## src/rtl/load_store_unit_if.sv

```systemverilog
// Core-side request/response and data-memory signals of the load/store unit.
// The unit itself uses the slave modport; the core/memory environment uses master.
interface load_store_unit_if;
  logic        req_valid;
  logic        req_ready;
  logic        req_is_store;
  logic [2:0]  req_funct3;
  logic [31:0] req_addr;
  logic [31:0] req_wdata;
  logic        resp_valid;
  logic        resp_ready;
  logic [31:0] resp_rdata;
  logic [1:0]  resp_fault;
  logic [31:0] mem_address;
  logic [31:0] mem_write_data;
  logic [3:0]  mem_write_enable;
  logic        store_enable;
  logic [31:0] mem_read_data;

  modport slave (
    input  req_valid, req_is_store, req_funct3, req_addr, req_wdata, resp_ready, mem_read_data,
    output req_ready, resp_valid, resp_rdata, resp_fault,
           mem_address, mem_write_data, mem_write_enable, store_enable
  );

  modport master (
    output req_valid, req_is_store, req_funct3, req_addr, req_wdata, resp_ready, mem_read_data,
    input  req_ready, resp_valid, resp_rdata, resp_fault,
           mem_address, mem_write_data, mem_write_enable, store_enable
  );
endinterface

```

## src/rtl/load_store_unit.sv

```systemverilog
// Single-outstanding load/store initiator: checks the request, drives the byte-lane
// memory port for WAIT_CYCLES+1 cycles, and returns the extended load data or a fault code.
module load_store_unit #(
  parameter int ADDR_BITS   = 8,
  parameter int WAIT_CYCLES = 0
) (
  input  logic               clk,
  input  logic               rst,
  load_store_unit_if.slave   bus
);
  localparam int       NUM_LANES = 4;
  localparam logic [3:0] LAST_CNT = 4'(WAIT_CYCLES);

  typedef enum logic [1:0] {IDLE, ACCESS, RESP} state_e;
  typedef enum logic [1:0] {
    F_OK = 2'b00, F_MISALIGN = 2'b01, F_RANGE = 2'b10, F_FUNCT3 = 2'b11
  } fault_e;

  state_e      state_q, state_d;
  logic [3:0]  cnt_q, cnt_d;
  logic        is_store_q, is_store_d;
  logic [2:0]  funct3_q, funct3_d;
  logic [1:0]  off_q, off_d;
  logic [31:0] addr_q, addr_d;
  logic [31:0] wdata_q, wdata_d;
  logic [3:0]  we_q, we_d;
  logic [31:0] rdata_q, rdata_d;
  logic [1:0]  fault_q, fault_d;

  logic [1:0]  req_off;
  logic [1:0]  req_fault;
  logic        illegal, misaligned, out_of_range;
  logic [NUM_LANES-1:0]      lane_we;
  logic [NUM_LANES-1:0][7:0] lane_wd;
  logic [31:0] load_ext;
  logic [7:0]  ld_byte;
  logic [15:0] ld_half;
  logic        last_access;

  assign req_off = bus.req_addr[1:0];

  always_comb begin
    illegal      = (bus.req_funct3 == 3'b011) || (bus.req_funct3 == 3'b110) ||
                   (bus.req_funct3 == 3'b111) || (bus.req_is_store && bus.req_funct3[2]);
    misaligned   = ((bus.req_funct3[1:0] == 2'b01) && req_off[0]) ||
                   ((bus.req_funct3[1:0] == 2'b10) && (req_off != 2'b00));
    out_of_range = (bus.req_addr >> ADDR_BITS) != 32'd0;
    if (illegal)           req_fault = F_FUNCT3;
    else if (misaligned)   req_fault = F_MISALIGN;
    else if (out_of_range) req_fault = F_RANGE;
    else                   req_fault = F_OK;
  end

  // Per byte lane: enable and the slice of right-aligned store data replicated into it.
  for (genvar l = 0; l < NUM_LANES; l++) begin : g_lane
    localparam logic [1:0] LN = 2'(l);
    always_comb begin
      unique case (bus.req_funct3[1:0])
        2'b00: begin
          lane_we[l] = (req_off == LN);
          lane_wd[l] = bus.req_wdata[7:0];
        end
        2'b01: begin
          lane_we[l] = (req_off[1] == LN[1]);
          lane_wd[l] = bus.req_wdata[8*(l%2) +: 8];
        end
        default: begin
          lane_we[l] = 1'b1;
          lane_wd[l] = bus.req_wdata[8*l +: 8];
        end
      endcase
    end
  end

  always_comb begin
    ld_byte = bus.mem_read_data[{off_q, 3'b000} +: 8];
    ld_half = bus.mem_read_data[{off_q[1], 4'b0000} +: 16];
    unique case (funct3_q)
      3'b000:  load_ext = {{24{ld_byte[7]}}, ld_byte};
      3'b001:  load_ext = {{16{ld_half[15]}}, ld_half};
      3'b010:  load_ext = bus.mem_read_data;
      3'b100:  load_ext = {24'd0, ld_byte};
      3'b101:  load_ext = {16'd0, ld_half};
      default: load_ext = 32'd0;
    endcase
  end

  assign last_access = (state_q == ACCESS) && (cnt_q == LAST_CNT);

  always_comb begin
    state_d    = state_q;
    cnt_d      = cnt_q;
    is_store_d = is_store_q;
    funct3_d   = funct3_q;
    off_d      = off_q;
    addr_d     = addr_q;
    wdata_d    = wdata_q;
    we_d       = we_q;
    rdata_d    = rdata_q;
    fault_d    = fault_q;
    unique case (state_q)
      IDLE: begin
        if (bus.req_valid) begin
          is_store_d = bus.req_is_store;
          funct3_d   = bus.req_funct3;
          off_d      = req_off;
          rdata_d    = 32'd0;
          fault_d    = req_fault;
          if (req_fault != F_OK) begin
            state_d = RESP;
          end else begin
            state_d = ACCESS;
            cnt_d   = 4'd0;
            addr_d  = {bus.req_addr[31:2], 2'b00};
            if (bus.req_is_store) begin
              wdata_d = lane_wd;
              we_d    = lane_we;
            end else begin
              we_d    = 4'd0;
            end
          end
        end
      end
      ACCESS: begin
        if (cnt_q == LAST_CNT) begin
          state_d = RESP;
          we_d    = 4'd0;
          if (!is_store_q) rdata_d = load_ext;
        end else begin
          cnt_d = cnt_q + 4'd1;
        end
      end
      RESP: begin
        if (bus.resp_ready) state_d = IDLE;
      end
      default: state_d = IDLE;
    endcase
  end

  always_ff @(posedge clk) begin
    if (rst) begin
      state_q    <= IDLE;
      cnt_q      <= 4'd0;
      is_store_q <= 1'b0;
      funct3_q   <= 3'd0;
      off_q      <= 2'd0;
      addr_q     <= 32'd0;
      wdata_q    <= 32'd0;
      we_q       <= 4'd0;
      rdata_q    <= 32'd0;
      fault_q    <= F_OK;
    end else begin
      state_q    <= state_d;
      cnt_q      <= cnt_d;
      is_store_q <= is_store_d;
      funct3_q   <= funct3_d;
      off_q      <= off_d;
      addr_q     <= addr_d;
      wdata_q    <= wdata_d;
      we_q       <= we_d;
      rdata_q    <= rdata_d;
      fault_q    <= fault_d;
    end
  end

  assign bus.req_ready        = (state_q == IDLE);
  assign bus.resp_valid       = (state_q == RESP);
  assign bus.resp_rdata       = rdata_q;
  assign bus.resp_fault       = fault_q;
  assign bus.mem_address      = addr_q;
  assign bus.mem_write_data   = wdata_q;
  assign bus.mem_write_enable = we_q;
  // Strobe is combinational so a reset arriving in the due cycle can still kill it.
  assign bus.store_enable     = last_access && is_store_q && !rst;
endmodule
```

## src/flat_wrapper.sv

```systemverilog
// flat-port wrapper written by rule: the top's interface ports become plain ports
module load_store_unit_flat 
#(
  parameter int ADDR_BITS   = 8,
  parameter int WAIT_CYCLES = 0
)
  (clk, rst, bus_req_valid, bus_req_is_store, bus_req_funct3, bus_req_addr, bus_req_wdata, bus_resp_ready, bus_mem_read_data, bus_req_ready, bus_resp_valid, bus_resp_rdata, bus_resp_fault, bus_mem_address, bus_mem_write_data, bus_mem_write_enable, bus_store_enable);
  load_store_unit_if bus_i ();
  input  logic clk;
  input  logic rst;
  input wire logic [$bits(bus_i.req_valid)-1:0] bus_req_valid;
  input wire logic [$bits(bus_i.req_is_store)-1:0] bus_req_is_store;
  input wire logic [$bits(bus_i.req_funct3)-1:0] bus_req_funct3;
  input wire logic [$bits(bus_i.req_addr)-1:0] bus_req_addr;
  input wire logic [$bits(bus_i.req_wdata)-1:0] bus_req_wdata;
  input wire logic [$bits(bus_i.resp_ready)-1:0] bus_resp_ready;
  input wire logic [$bits(bus_i.mem_read_data)-1:0] bus_mem_read_data;
  output wire logic [$bits(bus_i.req_ready)-1:0] bus_req_ready;
  output wire logic [$bits(bus_i.resp_valid)-1:0] bus_resp_valid;
  output wire logic [$bits(bus_i.resp_rdata)-1:0] bus_resp_rdata;
  output wire logic [$bits(bus_i.resp_fault)-1:0] bus_resp_fault;
  output wire logic [$bits(bus_i.mem_address)-1:0] bus_mem_address;
  output wire logic [$bits(bus_i.mem_write_data)-1:0] bus_mem_write_data;
  output wire logic [$bits(bus_i.mem_write_enable)-1:0] bus_mem_write_enable;
  output wire logic [$bits(bus_i.store_enable)-1:0] bus_store_enable;
  assign bus_i.req_valid = bus_req_valid;
  assign bus_i.req_is_store = bus_req_is_store;
  assign bus_i.req_funct3 = bus_req_funct3;
  assign bus_i.req_addr = bus_req_addr;
  assign bus_i.req_wdata = bus_req_wdata;
  assign bus_i.resp_ready = bus_resp_ready;
  assign bus_i.mem_read_data = bus_mem_read_data;
  assign bus_req_ready = bus_i.req_ready;
  assign bus_resp_valid = bus_i.resp_valid;
  assign bus_resp_rdata = bus_i.resp_rdata;
  assign bus_resp_fault = bus_i.resp_fault;
  assign bus_mem_address = bus_i.mem_address;
  assign bus_mem_write_data = bus_i.mem_write_data;
  assign bus_mem_write_enable = bus_i.mem_write_enable;
  assign bus_store_enable = bus_i.store_enable;
  load_store_unit #(.ADDR_BITS(ADDR_BITS), .WAIT_CYCLES(WAIT_CYCLES)) u_core (.clk(clk), .rst(rst), .bus(bus_i));
endmodule
```

## config.mk

```make
export PLATFORM = sky130hd
export DESIGN_NAME = load_store_unit_flat
export DESIGN_NICKNAME = d
export VERILOG_FILES = /design/src/rtl/load_store_unit_if.sv /design/src/rtl/load_store_unit.sv /design/src/flat_wrapper.sv
export SDC_FILE = /design/constraint.sdc
export NUM_CORES = 1
export LEC_CHECK = 0
export CORE_MARGIN = 2
export CORE_UTILIZATION = 35
export CTS_CLUSTER_DIAMETER = 50
export DETAILED_ROUTE_END_ITERATION = 8
export PLACE_DENSITY_LB_ADDON = 0.25
export SLEW_MARGIN = 30
export SYNTH_ARGS = -nofsm -noshare
export SYNTH_HDL_FRONTEND = slang
export SYNTH_SLANG_ARGS = --single-unit
```

## constraint.sdc

```tcl
create_clock -name clk -period 1.7 [get_ports clk]
set_input_delay 0.255 -clock clk [delete_from_list [all_inputs] [get_ports clk]]
set_output_delay 0.255 -clock clk [all_outputs]
set_load 0.05 [all_outputs]
```

==> summary.md, run 1 <==
| Metric | Value |
|---|---|
| Crit path kind | flip-flop to flip-flop |
| Clock period minus worst slack | roughly 1.8 ns |
| GRT overflow | 0 |
| Ports | 209 |
| Detailed-route via count | ~5.5k |
| Fin crit share | 108.0% |
| Ys async rst share | 0% |
| WL met2 | approximately 9000 um |
| Hold Path Class | primary input to flip-flop |
| Leak Pwr | 3.314 nW |
| Pwr Total | 0.005739 W |
| H-tree depth | 3 |
| I/O Buffers | slightly above 200 |
| Worst EP arrival | 2.08 ns |
| Status | finished, violations left |
| Post-CTS Hold Fix Bufs | 0 |
| CTS tree | done |
| Post-synth EDFFs | 0 |
| Std cell rows | 44 |
| Pre-antenna DRT Iters | 6 |
| Post-Place Cells | 933 |
| Non-filler cells, final | 976 |
| Starting density of the core | 35.72% |
| Drt total wl | 18290 um |
| Post-Route M1 WL | between 7000 and 8000 um |
| Mapped cell area | 0.005172 sq mm |
| Hold_ws | 0.3546 ns |
| Largest net degree at the start of global routing | 40 |
| Root Buffer | clkbuf_16 |
| Final slew viol count | 0 |
| Fraction of layout cells with a size suffix above 1 | 38.56% |
| First-pass GRT wire length | 27710 um |
| Proportion of synthesized chip area in sequential cells | 43.35% |
| Dpl hpwl | roughly 12000 um |
| YS warnings | 0 |
| Starting DRC count in detailed routing | 282 |
| Clk Latency, worst-skew pair | 0.36 ns |
| Setup TNS | -2.374 ns |
| Top FF cell, synth | dfxtp_1 |
| Top Layer Used | met4 |
| VDD IR max | approximately 0.51 mV |
| Worst setup margin | -0.1357 ns |
| Post-synthesis cell count | 548 |
| Synth-to-Final Area Change | 63.55% |
| Routed Antenna Nets | 0 |
| Fin Clk Skew | slightly below 0.008 ns |
| Core box area | around 0.014 sq mm |
| Failing checks | setup timing |
| Initial antenna violation count | 1 |
| Vias in the first global route | 5299 |
| Die area | 0.01577 sq mm |
| Worst Setup Start Kind | flip-flop |
| Die Wd | between 100 and 150 um |
| Filler cells | 1224 |
| Max Clk Rate | 544.8 MHz |
| Setup violations, final | 35 |
| DR WL met3 | 1640 um |
| Crit path max fanout | 8 |
| Worst EP required | 1.94 ns |
| Post-synth cell types | 53 |
| Clk slew on worst S/H paths | 0.07 ns |
| Maxcap violations | 0 |
| Routed len/inst | approximately 19 um |
| Final #Nets | 892 |
| Mapped Avg Cell Area | 9.439 sq um |
| RSZ-0062 raised after global routing | yes |
| Post-synthesis register bit count | about 110 |
| Clock sink count | 112 |
| CTS Buffer Depth | 2 |
| Overall routing resource usage | 21.73% |
| Final Hold Vio Count | 0 |
| Total CTS buffers | 9 |
| GP Congestion | between 0.9 and 1 |
| Die Y | around 130 um |
| CP endpoint kind | flip-flop |
| Via/cell ratio | 5.585 |
| Number of remaining DRC errors | 0 |
| Power per standard cell area | 678.4 mW/mm^2 |
placed cells by master, fill, tap and decap left out, types with 10 or more instances in the layout:
cell type,Yosys,layout
clkdlybuf4s50_1,0,95
a21oi_1,49,47
clkbuf_16,0,11
nand2_1,44,41
buf_12,0,10
buf_6,5,10
o31ai_2,0,12
mux2i_1,14,12
a221o_1,17,17
dfxtp_1,112,107
o21ai_0,33,17
mux2_2,23,23
nand4_1,40,40
buf_4,6,154
and2_4,20,20
o31ai_1,39,21
o21ai_1,0,16
state kept, by name, summed over array words and instances (netlist names):
register and flops:
u_core.bus.mem_write_data 32, u_core.bus.resp_rdata 32, u_core.bus.mem_address 30, u_core.bus.mem_write_enable 4, u_core.cnt_q 4, u_core.funct3_q 3, u_core.bus.resp_fault 2, u_core.off_q 2
u_core.state_q 2, u_core.is_store_q 1
metal layers:
layer	vias to the layer above	track usage, %
li1	2558	-
met1	2612	26.41
met2	248	36.09
met3	33	6.975
met4	0	7.843
met5	-	0
worst max-delay path, cell delays in order (launching register included):
cell and delay [ns]:
dfxtp_2 0.33, inv_2 0.06, ha_4 0.12, nor3b_4 0.20, buf_6 0.14, buf_6 0.10
a311oi_4 0.12, bufbuf_16 0.30, a221o_1 0.34
through the flow:
step	setup WS [ns]	utilization (%)	area [sq um]
floorplan	-0.03974	-	5216
global placement	-0.5096	51.50	7457
detailed placement	-0.5314	51.50	7457
CTS	-0.2127	55.97	8104
global route	-0.2214	58.43	8459
finish	-0.1357	58.43	8459
worst paths after layout:
| kind | from | end | slack [ns] | depth (start not counted) |
|---|---|---|---|---|
| setup / recovery | u_core.cnt_q[0] | u_core.bus.resp_rdata[27] | -0.14 | 8 |
| hold / removal | bus_req_funct3[0] | u_core.funct3_q[0] | 0.35 | 4 |
| setup reg to reg | u_core.cnt_q[0] | u_core.bus.resp_rdata[27] | -0.14 | 8 |
| hold reg to reg | u_core.bus.resp_rdata[12] | u_core.bus.resp_rdata[12] | 0.45 | 2 |
power breakdown:
group	leakage, nW	switching (W)	internal [W]	total, W
combinational	2.27	0.000426	0.000502	0.000929
clock	0.143	0.00101	0.00115	0.00216
sequential	0.905	0.0000152	0.00264	0.00265
total	3.31	0.00145	0.00429	0.00574
cells in the mapped netlist (3+ instances only):
library cell,instances,area [sq um]
buf_1,4,15.01
nor3_1,3,15.01
inv_1,6,22.52
and2_4,20,175.2
nand2_1,44,165.2
a31o_2,3,26.28
nor4_1,8,50.05
o21ai_0,33,165.2
and2_1,6,37.54
nor2_1,10,37.54
clkbuf_1,26,97.59
a21oi_1,49,245.2
nand3_1,3,15.01
o31ai_1,39,292.8
a221o_1,17,170.2
dfxtp_1,112,2242
buf_4,6,45.04
buf_6,5,56.30
buf_2,16,80.08
a221oi_1,9,78.83
mux2i_1,14,140.1
mux2_2,23,259.0
a21o_1,3,22.52
nor2b_1,4,25.02
nor3b_1,4,30.03
nand4_1,40,250.2
a222oi_1,7,70.07
cell type report:
cell class	instances	area, sq um	area share, %
antenna	1	2.502	0.02958
sequential	112	2248	26.58
timing repair buffer	284	2691	31.81
tap	184	230.2	2.721
inverter	6	22.52	0.2662
multi-input combinational	373	2967	35.07
clock buffer	10	229.0	2.707
clock inverter	6	68.82	0.8135
what timing repair did:
item | CTS | global route
cloned | 5 | 2
setup buffers | 11 | 9
setup endpoints to repair | 83 | 99
resized for setup | 31 | 71
pin swaps | 10 | 18
kinds of logic (layout without fill, tap and decap cells):
group / after synthesis / count (layout) / share of synthesized area (%)
compound gates: 171 / 171 / 22.84
xor+xnor: 1 / 1 / 0.1694
fa+ha+maj: 2 / 2 / 0.4837
buf+inv: 64 / 306 / 6.216
flops: 112 / 112 / 43.35
mux: 39 / 39 / 8.587
other cells: 1 / 3 / 0.07250
simple gates: 158 / 158 / 18.29
Power figures use the tool's default switching activity.
==> run 2, diff against run 1 <==
--- a/config.mk
+++ b/config.mk
@@ -5,12 +5,13 @@
 export SDC_FILE = /design/constraint.sdc
 export NUM_CORES = 1
 export LEC_CHECK = 0
+export CORE_ASPECT_RATIO = 0.7
 export CORE_MARGIN = 2
 export CORE_UTILIZATION = 35
 export CTS_CLUSTER_DIAMETER = 50
 export DETAILED_ROUTE_END_ITERATION = 8
 export PLACE_DENSITY_LB_ADDON = 0.25
-export SLEW_MARGIN = 30
+export SLEW_MARGIN = 15
 export SYNTH_ARGS = -nofsm -noshare
 export SYNTH_HDL_FRONTEND = slang
 export SYNTH_SLANG_ARGS = --single-unit
==> run 2 against run 1 <==
Against the previous run:
- the run still ends with setup timing left
- utilization is 2.6 points higher
- clock power is 2% lower
- sequential power about the same
- final area rose by 5.2%
- register-to-register slack improved by 0.06 ns
- die area increased by 0.10%
- sequential cell count unchanged
- wire length increased by 8.5%
- via count increased by 1.8%
- first-iteration DRC count increased by 27%
- count of clock-buffer cells in the layout fell by 1
- highest routed layer unchanged
==> summary.md, run 2 (synthesis results as in run 1) <==
| Metric | Value |
|---|---|
| RSZ-0062 raised after global routing | yes |
| Hold path cells | 4 (unchanged) |
| Die Y | 105.7 um (-16%) |
| Most frequent cells in the layout | 157 x buf_4, 107 x dfxtp_1, 95 x clkdlybuf4s50_1 |
| First-pass GRT wire length | 28150 um (+1.6%) |
| VDD IR max | 0.5452 mV (+6.6%) |
| Core box area | 0.01458 sq mm (+0.72%) |
| Maxcap violations | 0 (unchanged) |
| GRT overflow | 0 (unchanged) |
| Commonest non-fill, non-tap cell in the layout | buf_4 |
| Worst EP required | 1.44 ns (-0.50 ns) |
| Die Wd | 149.3 um (+19%) |
| Die area | 0.01578 sq mm (+0.10%) |
| Overall routing resource usage | 22.42% (+0.69 points) |
| Number of remaining DRC errors | 0 (unchanged) |
| Worst R2R Path Depth | 8 (unchanged) |
| Ports | 209 (unchanged) |
| Power per standard cell area | 650.0 mW/mm^2 (-4.2%) |
| Initial antenna violation count | 1 (unchanged) |
| Drt total wl | 19850 um (+8.5%) |
| Pre-CTS setup slack | -0.4569 ns (+0.07450 ns) |
| Worst R2R Setup Slack | -0.08 ns (+0.06 ns) |
| Final Hold Vio Count | 0 (unchanged) |
| Failing checks | setup timing |
| Worst setup margin | -0.1176 ns (+0.01814 ns) |
| Routed Antenna Nets | 0 (unchanged) |
| I/O Buffers | 206 (unchanged) |
| Starting DRC count in detailed routing | 359 (+27%) |
| Fraction of layout cells with a size suffix above 1 | 43.81% (+5.3 points) |
| Clk Latency, worst-skew pair | 0.35 ns (about the same) |
| Crit path kind | flip-flop to output port |
| Detailed-route via count | 5547 (+1.8%) |
| Dpl hpwl | 12840 um (+5.1%) |
| Fin Clk Skew | 0.009220 ns (+0.001510 ns) |
| Slew @ Worst Pin | 0.5372 ns |
| Post-Place Cells | 954 (+2.3%) |
| Leak Pwr | 3.450 nW (+4.1%) |
| GP Congestion | 0.8850 (-5.1%) |
| Clock period minus worst slack | 1.818 ns (-0.01814 ns) |
| Vias in the first global route | 5209 (-1.7%) |
| H-tree depth | 3 (unchanged) |
| Final #Nets | 909 (+1.9%) |
| Cell Chain, Critical Path | inv_2 -> ha_4 -> nor3b_4 -> buf_6 -> nand2_4 -> nor3_4 -> buf_12 |
| Setup violations, final | 24 (-31%) |
| Total CTS buffers | 9 (unchanged) |
| Non-filler cells, final | 1004 (+2.9%) |
| Crit-path slowest cell | dfxtp_2 |
| Synth-to-Final Area Change | 72.06% |
| Worst Setup Start Kind | flip-flop |
| CTS Buffer Depth | 2 (unchanged) |
| Final slew viol count | 0 (unchanged) |
| Worst EP arrival | 1.56 ns (-0.52 ns) |
| Crit path max fanout | 2 (-6) |
| Hold Path Class | primary input to flip-flop |
| Routed len/inst | 19.77 um (+5.5%) |
| CTS tree | done |
| Via/cell ratio | 5.525 (-1.1%) |
| Fin crit share | 106.9% (-1.1 points) |
| Std cell rows | 37 (-16%) |
| Starting density of the core | 35.47% (-0.25 points) |
| Max_slew headroom | 64.18% |
| Largest net degree at the start of global routing | 41 (+2.5%) |
| CP endpoint kind | output port |
| Pre-antenna DRT Iters | 7 (+1) |
| Max Clk Rate | 550.2 MHz (+1.0%) |
| Clk slew on worst S/H paths | 0.08 ns (about the same) |
| Status | finished, violations left |
| Clock sink count | 112 (unchanged) |
| Crit-path max cell delay | 0.33 ns (about the same) |
| Root Buffer | clkbuf_16 |
run 2: repair_timing:
action | 4_1_cts | 5_1_grt
buffers inserted | 13 | 9
resized for setup | 34 | 111
cloned | 5 | 11
setup endpoints to repair | 82 | 93
hold buffers | 0 | 0
pin swaps | 11 | 52
run 2: final cells by class:
type	instances	area [sq um]
multi-input combinational	373	3171
clock buffer	9	225.2
timing repair buffer	301	2907
fill	1199	5683
sequential	112	2251
antenna	1	2.502
inverter	6	22.52
clock inverter	7	77.57
tap	195	244.0
run 2: through the flow:
| step | power (W) | hold slack [ns] | area, sq um | TNS, ns | utilization [%] |
|---|---|---|---|---|---|
| floorplan | 0.003081 | 0.3835 | 5216 | -0.7961 | - |
| global placement | 0.003533 | 0.4407 | 7571 | -33.86 | 51.92 |
| detailed placement | 0.003544 | 0.4476 | 7571 | -39.37 | 51.92 |
| CTS | 0.005707 | 0.3582 | 8229 | -0.7844 | 56.43 |
| global route | 0.006003 | 0.3673 | 8900 | -4.754 | 61.03 |
| finish | 0.005785 | 0.3460 | 8900 | -1.255 | 61.03 |
run 2: critical path, delay by kind of cell, from the launching register on:
family,cells,cell delay [ns]
flops,1,0.33
simple gates,3,0.41
buf+inv,3,0.35
fa+ha+maj,1,0.13
run 2: worst paths after layout:
kind                              from                         to
min                    bus_req_addr[0]            u_core.off_q[0]
max reg2reg            u_core.cnt_q[0]  u_core.bus.resp_rdata[22]
min reg2reg  u_core.bus.resp_rdata[12]  u_core.bus.resp_rdata[12]
max                    u_core.cnt_q[0]           bus_store_enable
run 2: report_power, final:
group	internal [W]	leakage [nW]	switching (W)
sequential	0.00263	0.906	0.0000147
combinational	0.000541	2.40	0.000480
clock	0.00104	0.143	0.00108
run 2: per-layer routing:
layer  part of all wire [%]  track usage [%]  vias up
li1                       -                -     2588
met1                     44            32.07     2666
met2                     46            34.20      257
met3                    7.8            4.632       36
met4                    2.0            6.054        0
met5                      0                0        -
